[src/rtl/debug_unit.sv]
// Host-side debug controller: decodes UART command bytes, runs/steps the pipeline and streams a
// PC/cycle-count/register/memory snapshot out after every stop. Optional macro: DEBUG_UNIT_BREAKPOINT_EN.
module debug_unit #(
    parameter int NB_REG        = 32,
    parameter int NB_REG_ADDR   = 5,
    parameter int REGFILE_DEPTH = 32,
    parameter int NB_DM_ADDR    = 10,
    parameter int N_DUMP_MEM    = 16,
    parameter int NB_BYTE       = 8
) (
    input  logic                   i_clock,
    input  logic                   i_reset,
    input  logic [NB_BYTE-1:0]     i_rx_data,
    input  logic                   i_rx_valid,
    output logic [NB_BYTE-1:0]     o_tx_data,
    output logic                   o_tx_valid,
    input  logic                   i_tx_ready,
    output logic                   o_pipe_valid,
    output logic                   o_pipe_reset,
    input  logic                   i_halt,
    input  logic [NB_REG-1:0]      i_pc,
    output logic [NB_REG_ADDR-1:0] o_rf_addr,
    input  logic [NB_REG-1:0]      i_rf_data,
    output logic [NB_DM_ADDR-1:0]  o_dm_addr,
    input  logic [NB_REG-1:0]      i_dm_data,
    output logic                   o_idle
);

    localparam int N_WORDS        = 2 + REGFILE_DEPTH + N_DUMP_MEM;
    localparam int IDX_W          = $clog2(N_WORDS);
    localparam int BYTES_PER_WORD = NB_REG / NB_BYTE;
    localparam int BC_W           = $clog2(BYTES_PER_WORD);

    localparam logic [IDX_W-1:0]   LAST_IDX  = IDX_W'(N_WORDS - 1);
    localparam logic [BC_W-1:0]    LAST_BYTE = BC_W'(BYTES_PER_WORD - 1);
    localparam logic [NB_BYTE-1:0] CMD_CONT  = NB_BYTE'(8'h43);
    localparam logic [NB_BYTE-1:0] CMD_STEP  = NB_BYTE'(8'h53);
    localparam logic [NB_BYTE-1:0] CMD_DUMP  = NB_BYTE'(8'h44);
    localparam logic [NB_BYTE-1:0] CMD_RESET = NB_BYTE'(8'h52);
    localparam logic [NB_BYTE-1:0] CMD_HALT  = NB_BYTE'(8'h48);
`ifdef DEBUG_UNIT_BREAKPOINT_EN
    localparam logic [NB_BYTE-1:0] CMD_BP    = NB_BYTE'(8'h42);
`endif

    typedef enum logic [2:0] {
        IDLE, RUN, STEP, LOAD, SEND
`ifdef DEBUG_UNIT_BREAKPOINT_EN
        , BPLOAD
`endif
    } state_t;

    state_t                  state;
    logic [NB_REG-1:0]       cycle_count;
    logic [NB_REG-1:0]       pc_snap;
    logic [NB_REG-1:0]       tx_word;
    logic [NB_REG-1:0]       word_value;
    logic [IDX_W-1:0]        word_idx;
    logic [IDX_W-1:0]        next_idx;
    logic [BC_W-1:0]         byte_cnt;
    logic                    load_wait;
    logic                    stop_req;
`ifdef DEBUG_UNIT_BREAKPOINT_EN
    logic [NB_REG-1:0]       bp_pc;
    logic [BC_W-1:0]         bp_cnt;
`endif

    // Dump words 2.. map onto the register file, the rest onto data memory; out-of-range reads park at 0.
    function automatic logic [NB_REG_ADDR-1:0] rf_addr_of(input logic [IDX_W-1:0] idx);
        int off;
        off = int'(idx) - 2;
        return (off >= 0 && off < REGFILE_DEPTH) ? NB_REG_ADDR'(off) : '0;
    endfunction

    function automatic logic [NB_DM_ADDR-1:0] dm_addr_of(input logic [IDX_W-1:0] idx);
        int off;
        off = int'(idx) - 2 - REGFILE_DEPTH;
        return (off >= 0 && off < N_DUMP_MEM) ? NB_DM_ADDR'(off) : '0;
    endfunction

    assign next_idx = word_idx + IDX_W'(1);

`ifdef DEBUG_UNIT_BREAKPOINT_EN
    assign o_idle = (state == IDLE) || (state == BPLOAD);
`else
    assign o_idle = (state == IDLE);
`endif

    always_comb begin
        stop_req = i_halt || (i_rx_valid && i_rx_data == CMD_HALT);
`ifdef DEBUG_UNIT_BREAKPOINT_EN
        if (i_pc == bp_pc) stop_req = 1'b1;
`endif
    end

    always_comb begin
        if (word_idx == '0)                          word_value = pc_snap;
        else if (word_idx == IDX_W'(1))              word_value = cycle_count;
        else if (int'(word_idx) < 2 + REGFILE_DEPTH) word_value = i_rf_data;
        else                                         word_value = i_dm_data;
    end

    always_ff @(posedge i_clock or posedge i_reset) begin
        if (i_reset) begin
            state        <= IDLE;
            cycle_count  <= '0;
            pc_snap      <= '0;
            tx_word      <= '0;
            word_idx     <= '0;
            byte_cnt     <= '0;
            load_wait    <= 1'b0;
            o_tx_data    <= '0;
            o_tx_valid   <= 1'b0;
            o_pipe_valid <= 1'b0;
            o_pipe_reset <= 1'b0;
            o_rf_addr    <= '0;
            o_dm_addr    <= '0;
`ifdef DEBUG_UNIT_BREAKPOINT_EN
            bp_pc        <= '1;
            bp_cnt       <= '0;
`endif
        end else begin
            o_pipe_reset <= 1'b0;
            if (o_pipe_valid) cycle_count <= cycle_count + NB_REG'(1);
            case (state)
                IDLE: if (i_rx_valid) begin
                    case (i_rx_data)
                        CMD_CONT: begin
                            state        <= RUN;
                            o_pipe_valid <= 1'b1;
                        end
                        CMD_STEP: begin
                            state        <= STEP;
                            o_pipe_valid <= 1'b1;
                        end
                        CMD_DUMP: begin
                            state     <= LOAD;
                            pc_snap   <= i_pc;
                            word_idx  <= '0;
                            load_wait <= 1'b0;
                            o_rf_addr <= rf_addr_of('0);
                            o_dm_addr <= dm_addr_of('0);
                        end
                        CMD_RESET: begin
                            o_pipe_reset <= 1'b1;
                            cycle_count  <= '0;
                        end
`ifdef DEBUG_UNIT_BREAKPOINT_EN
                        CMD_BP: begin
                            state  <= BPLOAD;
                            bp_cnt <= '0;
                        end
`endif
                        default: ;
                    endcase
                end
                // The stop cycle still advances the pipeline; the PC is frozen from that same cycle.
                RUN: if (stop_req) begin
                    state        <= LOAD;
                    o_pipe_valid <= 1'b0;
                    pc_snap      <= i_pc;
                    word_idx     <= '0;
                    load_wait    <= 1'b0;
                    o_rf_addr    <= rf_addr_of('0);
                    o_dm_addr    <= dm_addr_of('0);
                end
                STEP: begin
                    state        <= LOAD;
                    o_pipe_valid <= 1'b0;
                    pc_snap      <= i_pc;
                    word_idx     <= '0;
                    load_wait    <= 1'b0;
                    o_rf_addr    <= rf_addr_of('0);
                    o_dm_addr    <= dm_addr_of('0);
                end
                LOAD: begin
                    if (!load_wait) begin
                        load_wait <= 1'b1;
                    end else begin
                        state      <= SEND;
                        tx_word    <= word_value;
                        o_tx_data  <= word_value[NB_BYTE-1:0];
                        o_tx_valid <= 1'b1;
                        byte_cnt   <= '0;
                    end
                end
                SEND: begin
                    if (o_tx_valid) begin
                        if (i_tx_ready) begin
                            o_tx_valid <= 1'b0;
                            if (byte_cnt == LAST_BYTE) begin
                                if (word_idx == LAST_IDX) begin
                                    state <= IDLE;
                                end else begin
                                    state     <= LOAD;
                                    word_idx  <= next_idx;
                                    load_wait <= 1'b0;
                                    o_rf_addr <= rf_addr_of(next_idx);
                                    o_dm_addr <= dm_addr_of(next_idx);
                                end
                            end else begin
                                byte_cnt <= byte_cnt + BC_W'(1);
                                tx_word  <= tx_word >> NB_BYTE;
                            end
                        end
                    end else begin
                        o_tx_data  <= tx_word[NB_BYTE-1:0];
                        o_tx_valid <= 1'b1;
                    end
                end
`ifdef DEBUG_UNIT_BREAKPOINT_EN
                BPLOAD: if (i_rx_valid) begin
                    bp_pc  <= {i_rx_data, bp_pc[NB_REG-1:NB_BYTE]};
                    bp_cnt <= bp_cnt + BC_W'(1);
                    if (bp_cnt == LAST_BYTE) state <= IDLE;
                end
`endif
                default: state <= IDLE;
            endcase
        end
    end

endmodule
[config.mk]
export PLATFORM = sky130hd
export DESIGN_NAME = debug_unit
export DESIGN_NICKNAME = d
export VERILOG_FILES = /design/src/rtl/debug_unit.sv
export SDC_FILE = /design/constraint.sdc
export NUM_CORES = 1
export LEC_CHECK = 0
export ABC_CLOCK_PERIOD_IN_PS = 11500
export BUFFER_PORTS_ARGS = -buffer_cell sky130_fd_sc_hd__buf_2
export CORE_AREA = 10 10 137 139
export CTS_CLUSTER_DIAMETER = 120
export CTS_CLUSTER_SIZE = 16
export DETAILED_ROUTE_END_ITERATION = 8
export DIE_AREA = 0 0 147 149
export PLACE_DENSITY = 0.7
export SLEW_MARGIN = 30
export SYNTH_ARGS = -nofsm -noshare
export SYNTH_HDL_FRONTEND = slang
export SYNTH_SLANG_ARGS = --single-unit
[constraint.sdc]
create_clock -name i_clock -period 11.5 [get_ports i_clock]
set_clock_uncertainty 0.2 [all_clocks]
set_input_delay 2.875 -clock i_clock [delete_from_list [all_inputs] [get_ports i_clock]]
set_output_delay 2.875 -clock i_clock [all_outputs]
set_load 0.02 [all_outputs]
# ---- Yosys cells after proc, flatten, opt, wreduce, memory -nomap -nowiden
# Index checks and enable logic that the tools add are counted.
dict set report op_classes {
  reduce_logical 19
  addsub 5
  multipliers 0
  muxes 77
  bitwise_logic 0
  n_shift 0
  div_mod_pow 0
  n_eq_ne 24
  magnitude_cmp 5
}
# cell count
set op_table {}
lappend op_table {{$mux W32} 14}
lappend op_table {{$pmux W32 S3} 1}
lappend op_table {{$mux W10} 8}
lappend op_table {{$pmux W32 S2} 1}
lappend op_table {{$mux W6} 7}
lappend op_table {{$eq A8 B7 Y1 const B} 5}
lappend op_table {{$mux W5} 8}
lappend op_table {{$pmux W10 S4} 1}
lappend op_table {{$add A32 B1 Y32 const B} 1}
lappend op_table {{$pmux W6 S4} 1}
lappend op_table {{$ne A2 B2 Y1 const B} 10}
lappend op_table {{$pmux W5 S4} 1}
lappend op_table {{$mux W3} 6}
lappend op_table {{$mux W8} 2}
lappend op_table {{$pmux W8 S2} 1}
lappend op_table {{$reduce_and A8 Y1} 2}
lappend op_table {{$mux W1} 15}
lappend op_table {{$pmux W3 S5} 1}
lappend op_table {{$mux W2} 5}
lappend op_table {{$pmux W3 S3} 1}
lappend op_table {{$ge A8 B1 Y1 const B} 1}
lappend op_table {{$lt A8 B6 Y1 const B} 1}
lappend op_table {{$reduce_and A4 Y1} 2}
lappend op_table {{$sub A7 B7 Y8 const B} 1}
lappend op_table {{31 further kinds} 34}
dict set report word_totals {
  out_inout_bits 27
  ram_bits 0
  input_bits 109
  regBits 134
  elab_cells 143
  latchBits 0
  rom_bits 0
  n_memories 0
}

# ---- Longest topological paths before layout
dict set report depth {
  ltp_word 11
  depth_mapped 12
  mapped_depth_nobuf 11
}

# ---- Worst setup path before layout
# Ideal clock, no wire load.
dict set report synth_path {
  kind {input-to-reg}
  from {in i_rx_data[0]}
  to {reg pc_snap[0]}
  setup_time_ns 0.128
  path_slack_ns 6.956
  path_stages 6
  arrival_ns 4.217
  required_ns 11.172
  path_buffers 1
  cell_sequence {or3b_1 a32oi_1 and2_1 nand2_1 buf_4 mux2_1}
}
dict set report synth_via {
  elab_chain_cells 5
  word_cells_on_any_way 7
}
# element line
set synth_rtl {}
lappend synth_rtl {{start, declared} 13} ;# input logic [NB_BYTE-1:0] i_rx_data,
lappend synth_rtl {{$eq A8 B7 Y1} 89} ;# stop_req = i_halt || (i_rx_valid && i_rx_data == CMD_HALT);
lappend synth_rtl {{$logic_and A1 B1 Y1} 89}
lappend synth_rtl {{$logic_or A1 B1 Y1} 89}
lappend synth_rtl {{$ne A2 B2 Y1 (no line)} -}
lappend synth_rtl {{$reduce_and A4 Y1 (no line) (*)} -}
lappend synth_rtl {{end signal, assigned} 137} ;# pc_snap <= i_pc;
lappend synth_rtl {{end signal, assigned} 160} ;# pc_snap <= i_pc;
lappend synth_rtl {{end signal, assigned} 169} ;# pc_snap <= i_pc;
lappend synth_rtl {{end, declared} 54} ;# logic [NB_REG-1:0] pc_snap;
# Every way passes the cells marked *; elsewhere a longest branch is shown, timed or not.
# A chain may end at the register's enable or synchronous reset.

# ---- Final worst setup path
dict set report layout_path {
  from {reg state[2]}
  to {out o_idle}
}
dict set report layout_via {
  elab_chain_cells 1
}
# element line
set layout_rtl {}
lappend layout_rtl {{start, declared} 52} ;# state_t state;
lappend layout_rtl {{start signal, assigned} 104} ;# state <= IDLE;
lappend layout_rtl {{start signal, assigned} 128} ;# state <= RUN;
lappend layout_rtl {{start signal, assigned} 132} ;# state <= STEP;
lappend layout_rtl {{$logic_not A3 Y1} 85} ;# assign o_idle = (state == IDLE);
lappend layout_rtl {{end, declared} 26} ;# output logic o_idle
# No other way between the ends.

==> impl_metrics.ini <==
[critical_path]
critPathMaxStageDelay_ns = 0.59
endpoint_kind = output pin
crit_required_ns = 8.43
start_kind = register
worstSetupPathType = reg -> out
crit_slowest_cell = nor3_1
reg2reg_slack_ns = 8.36
crit_arrival_ns = 1.82
crit_path_cell_trace = nor3_1 -> buf_2
crit_path_max_fanout = 14

[synth]
synth_edf_count = 0
synthFlopType = dfrtp_1
synth_top_area_share_pct = 46.64
yosysSeqAreaShare_pct = 46.64
synth.distinct_cells = 56
syn-num-nets = 877
avgSynthCellArea_um2 = 9.306
synth_area_um2 = 7082
yosysTopAreaCell = dfrtp_1
async_reset_ff_share_pct = 100.0
synthTopCellsByArea = dfrtp_1 (47%), nand2_1 (5.8%), mux2_1 (4.8%), nand3_1 (3.5%), xnor2_1 (3.3%)
synth_warnings = 0
postSynthCellCount = 761
yosys_register_bits = 132

[placement]
placed_area_um2 = 7855
port-buffer-count = 135
dpl.hpwl_mm = 13.88
globalplace.congestion = 0.8264
dp_slack_ns = 6.635

[detailed_routing]
vias_per_cell = 5.549
ant_nets = 0
drc = 0
first_pass_iters = 5
drt_wl_total_mm = 19.40
drtIter0Drc = 663
wire_per_inst_um = 17.63
dr_total_vias = 6104

[power_and_ir_drop]
powerDensity_nw_per_um2 = 199.5
p_leak_nw = 3.706
ir_drop_mv = 0.1072
p_total_mw = 1.675

[die]
core_um2 = 16170
initial_core_util_pct = 43.79
dieArea_um2 = 21900
die_width_um = 147
pin_count = 136
dieHeight_um = 149
rows = 47

[grt]
overflow = 0
grt_util_all_layers_pct = 17.49
grt_pass1_vias = 5916
grt_max_degree = 75
grt_first_pass_wirelength_mm = 31.29
grt_antenna_before_repair = 0

[clocking]
cts_max_path_buffers = 2
clk_latency_ns = 0.42
cts_sinks = 132
cts_resized = 0
cts-root-buf = clkbuf_16
cts_max_level = 4
cts_tree = built
cts.clk_slew.worst_paths_ns = 0.06
cts_hold_buf = 0
post_cts_buffers = 0
cts_buffers = 17

[job]
maxCapViolCount = 0

[hold_path]
hold_class = reg -> reg

[sta]
slew_viol_final = 0
setup_violations = 0
clock.fmax_ghz = 0.2043
worst_slew_pin_slew_ns = 0.9483
rsz0062_at_grt = false
fin_crit_sh_pct = 42.56
final_hold_viol_count = 0
final.setup.worst_slack_ns = 6.605
period_needed_ns = 4.895
setup_tns_ns = 0
max_slew_margin_pct = 36.78

[layout]
nNetsFinal = 984
area_delta_synth_final_pct = 18.55
drive_gt1_share_pct = 21.82
diodes = 0
design_area_um2 = 8396
fill_cells = 1472

[outcome]
outcome = complete, no violations
==> cell usage in the layout (no fill, tap or decap), types with 5 or more instances in the layout <==
| master | n |
|---|---|
| a21oi_1 | 40 |
| a31oi_1 | 18 |
| a32oi_1 | 9 |
| and2_1 | 8 |
| and3_1 | 9 |
| buf_2 | 135 |
| buf_4 | 7 |
| clkbuf_16 | 17 |
| dfrtp_1 | 132 |
| ha_1 | 7 |
| inv_1 | 12 |
| mux2_1 | 30 |
| mux2i_1 | 5 |
| nand2_1 | 109 |
| nand3_1 | 50 |
| nand4_1 | 6 |
| nor2_1 | 40 |
| nor3_1 | 11 |
| nor4_1 | 8 |
| o211ai_1 | 26 |
| o21ai_0 | 29 |
| o21ai_1 | 28 |
| o22ai_1 | 9 |
| o31ai_1 | 5 |
| or3_1 | 29 |
| xnor2_1 | 27 |
| xor2_1 | 9 |
==> critical path: cells and delay by family, from the launching register on <==
family | cells | cell delay (ns)
simple gates | 1 | 0.59
buf+inv | 1 | 0.28
flops | 1 | 0.54
==> state kept, by name, indices dropped and copies added, names as in the netlist <==
register and count:
byte_cnt 2, cycle_count 32, load_wait 1, o_dm_addr 8
o_pipe_reset 1, o_pipe_valid 1, o_rf_addr 5, o_tx_data 8
o_tx_valid 1, pc_snap 32, state 3, tx_word 32
word_idx 6
==> final cells by class <==
type / instances / area (um2) / area share, %
multi-input combinational: 561 / 3490 / 41.56
inverter: 13 / 51.30 / 0.6110
timing repair buffer: 143 / 739.5 / 8.808
clock inverter: 11 / 80.08 / 0.9538
tap: 220 / 275.3 / 3.279
sequential: 132 / 3303 / 39.34
clock buffer: 20 / 456.7 / 5.440
==> cell families (layout without fill, tap and decap cells) <==
kind of cell | Yosys count | in the layout | synth area share (%)
compound gates | 186 | 186 | 16.89
xor+xnor | 36 | 36 | 4.452
fa+ha+maj | 7 | 7 | 1.237
buf+inv | 68 | 187 | 4.399
flops | 132 | 132 | 46.64
mux | 39 | 39 | 6.148
simple gates | 293 | 293 | 20.23
==> metrics by stage <==
step / utilization (%) / hold WS [ns] / std cells
after global placement: 48.53 / 0.2549 / 1069
final: 51.91 / 0.2724 / 1100
after detailed placement: 48.57 / 0.2571 / 1069
after CTS: 51.89 / 0.2764 / 1100
after floorplan: - / 0.2428 / 761
after global routing: 51.91 / 0.2955 / 1100
==> per-layer routing <==
layer	track usage [%]	wire (um)	vias to the layer above
met5	0	0	-
li1	-	-	2966
met4	5.897	263	0
met1	24.07	8963	2965
met3	2.700	841	16
met2	27.60	9326	157
==> synth_stat cells (11+ instances only) <==
cell	n
a31oi_1	18
dfrtp_1	132
nand3_1	50
nand2_1	110
or3_1	29
o21ai_1	28
nor3_1	11
xnor2_1	27
nor2_1	41
clkbuf_1	25
a21oi_1	40
inv_1	13
o21ai_0	29
o211ai_1	26
buf_2	20
mux2_1	30
==> report_power, final <==
group / internal (mW) / switching, mW / total, mW
sequential: 0.612 / 0.109 / 0.721
combinational: 0.207 / 0.258 / 0.465
clock: 0.285 / 0.203 / 0.488
==> final timing paths <==
path / cells after the start / endpoint / start
hold / removal: 2 / byte_cnt[1] / byte_cnt[1]
max in group asynchronous: 3 / o_tx_data[0] / i_reset
hold reg to reg: 2 / byte_cnt[1] / byte_cnt[1]
min in group asynchronous: 2 / word_idx[2] / i_reset
setup reg to reg: 5 / tx_word[6] / state[2]
setup / recovery: 2 / o_idle / state[2]
No activity file was read; power rests on OpenSTA's default activity.
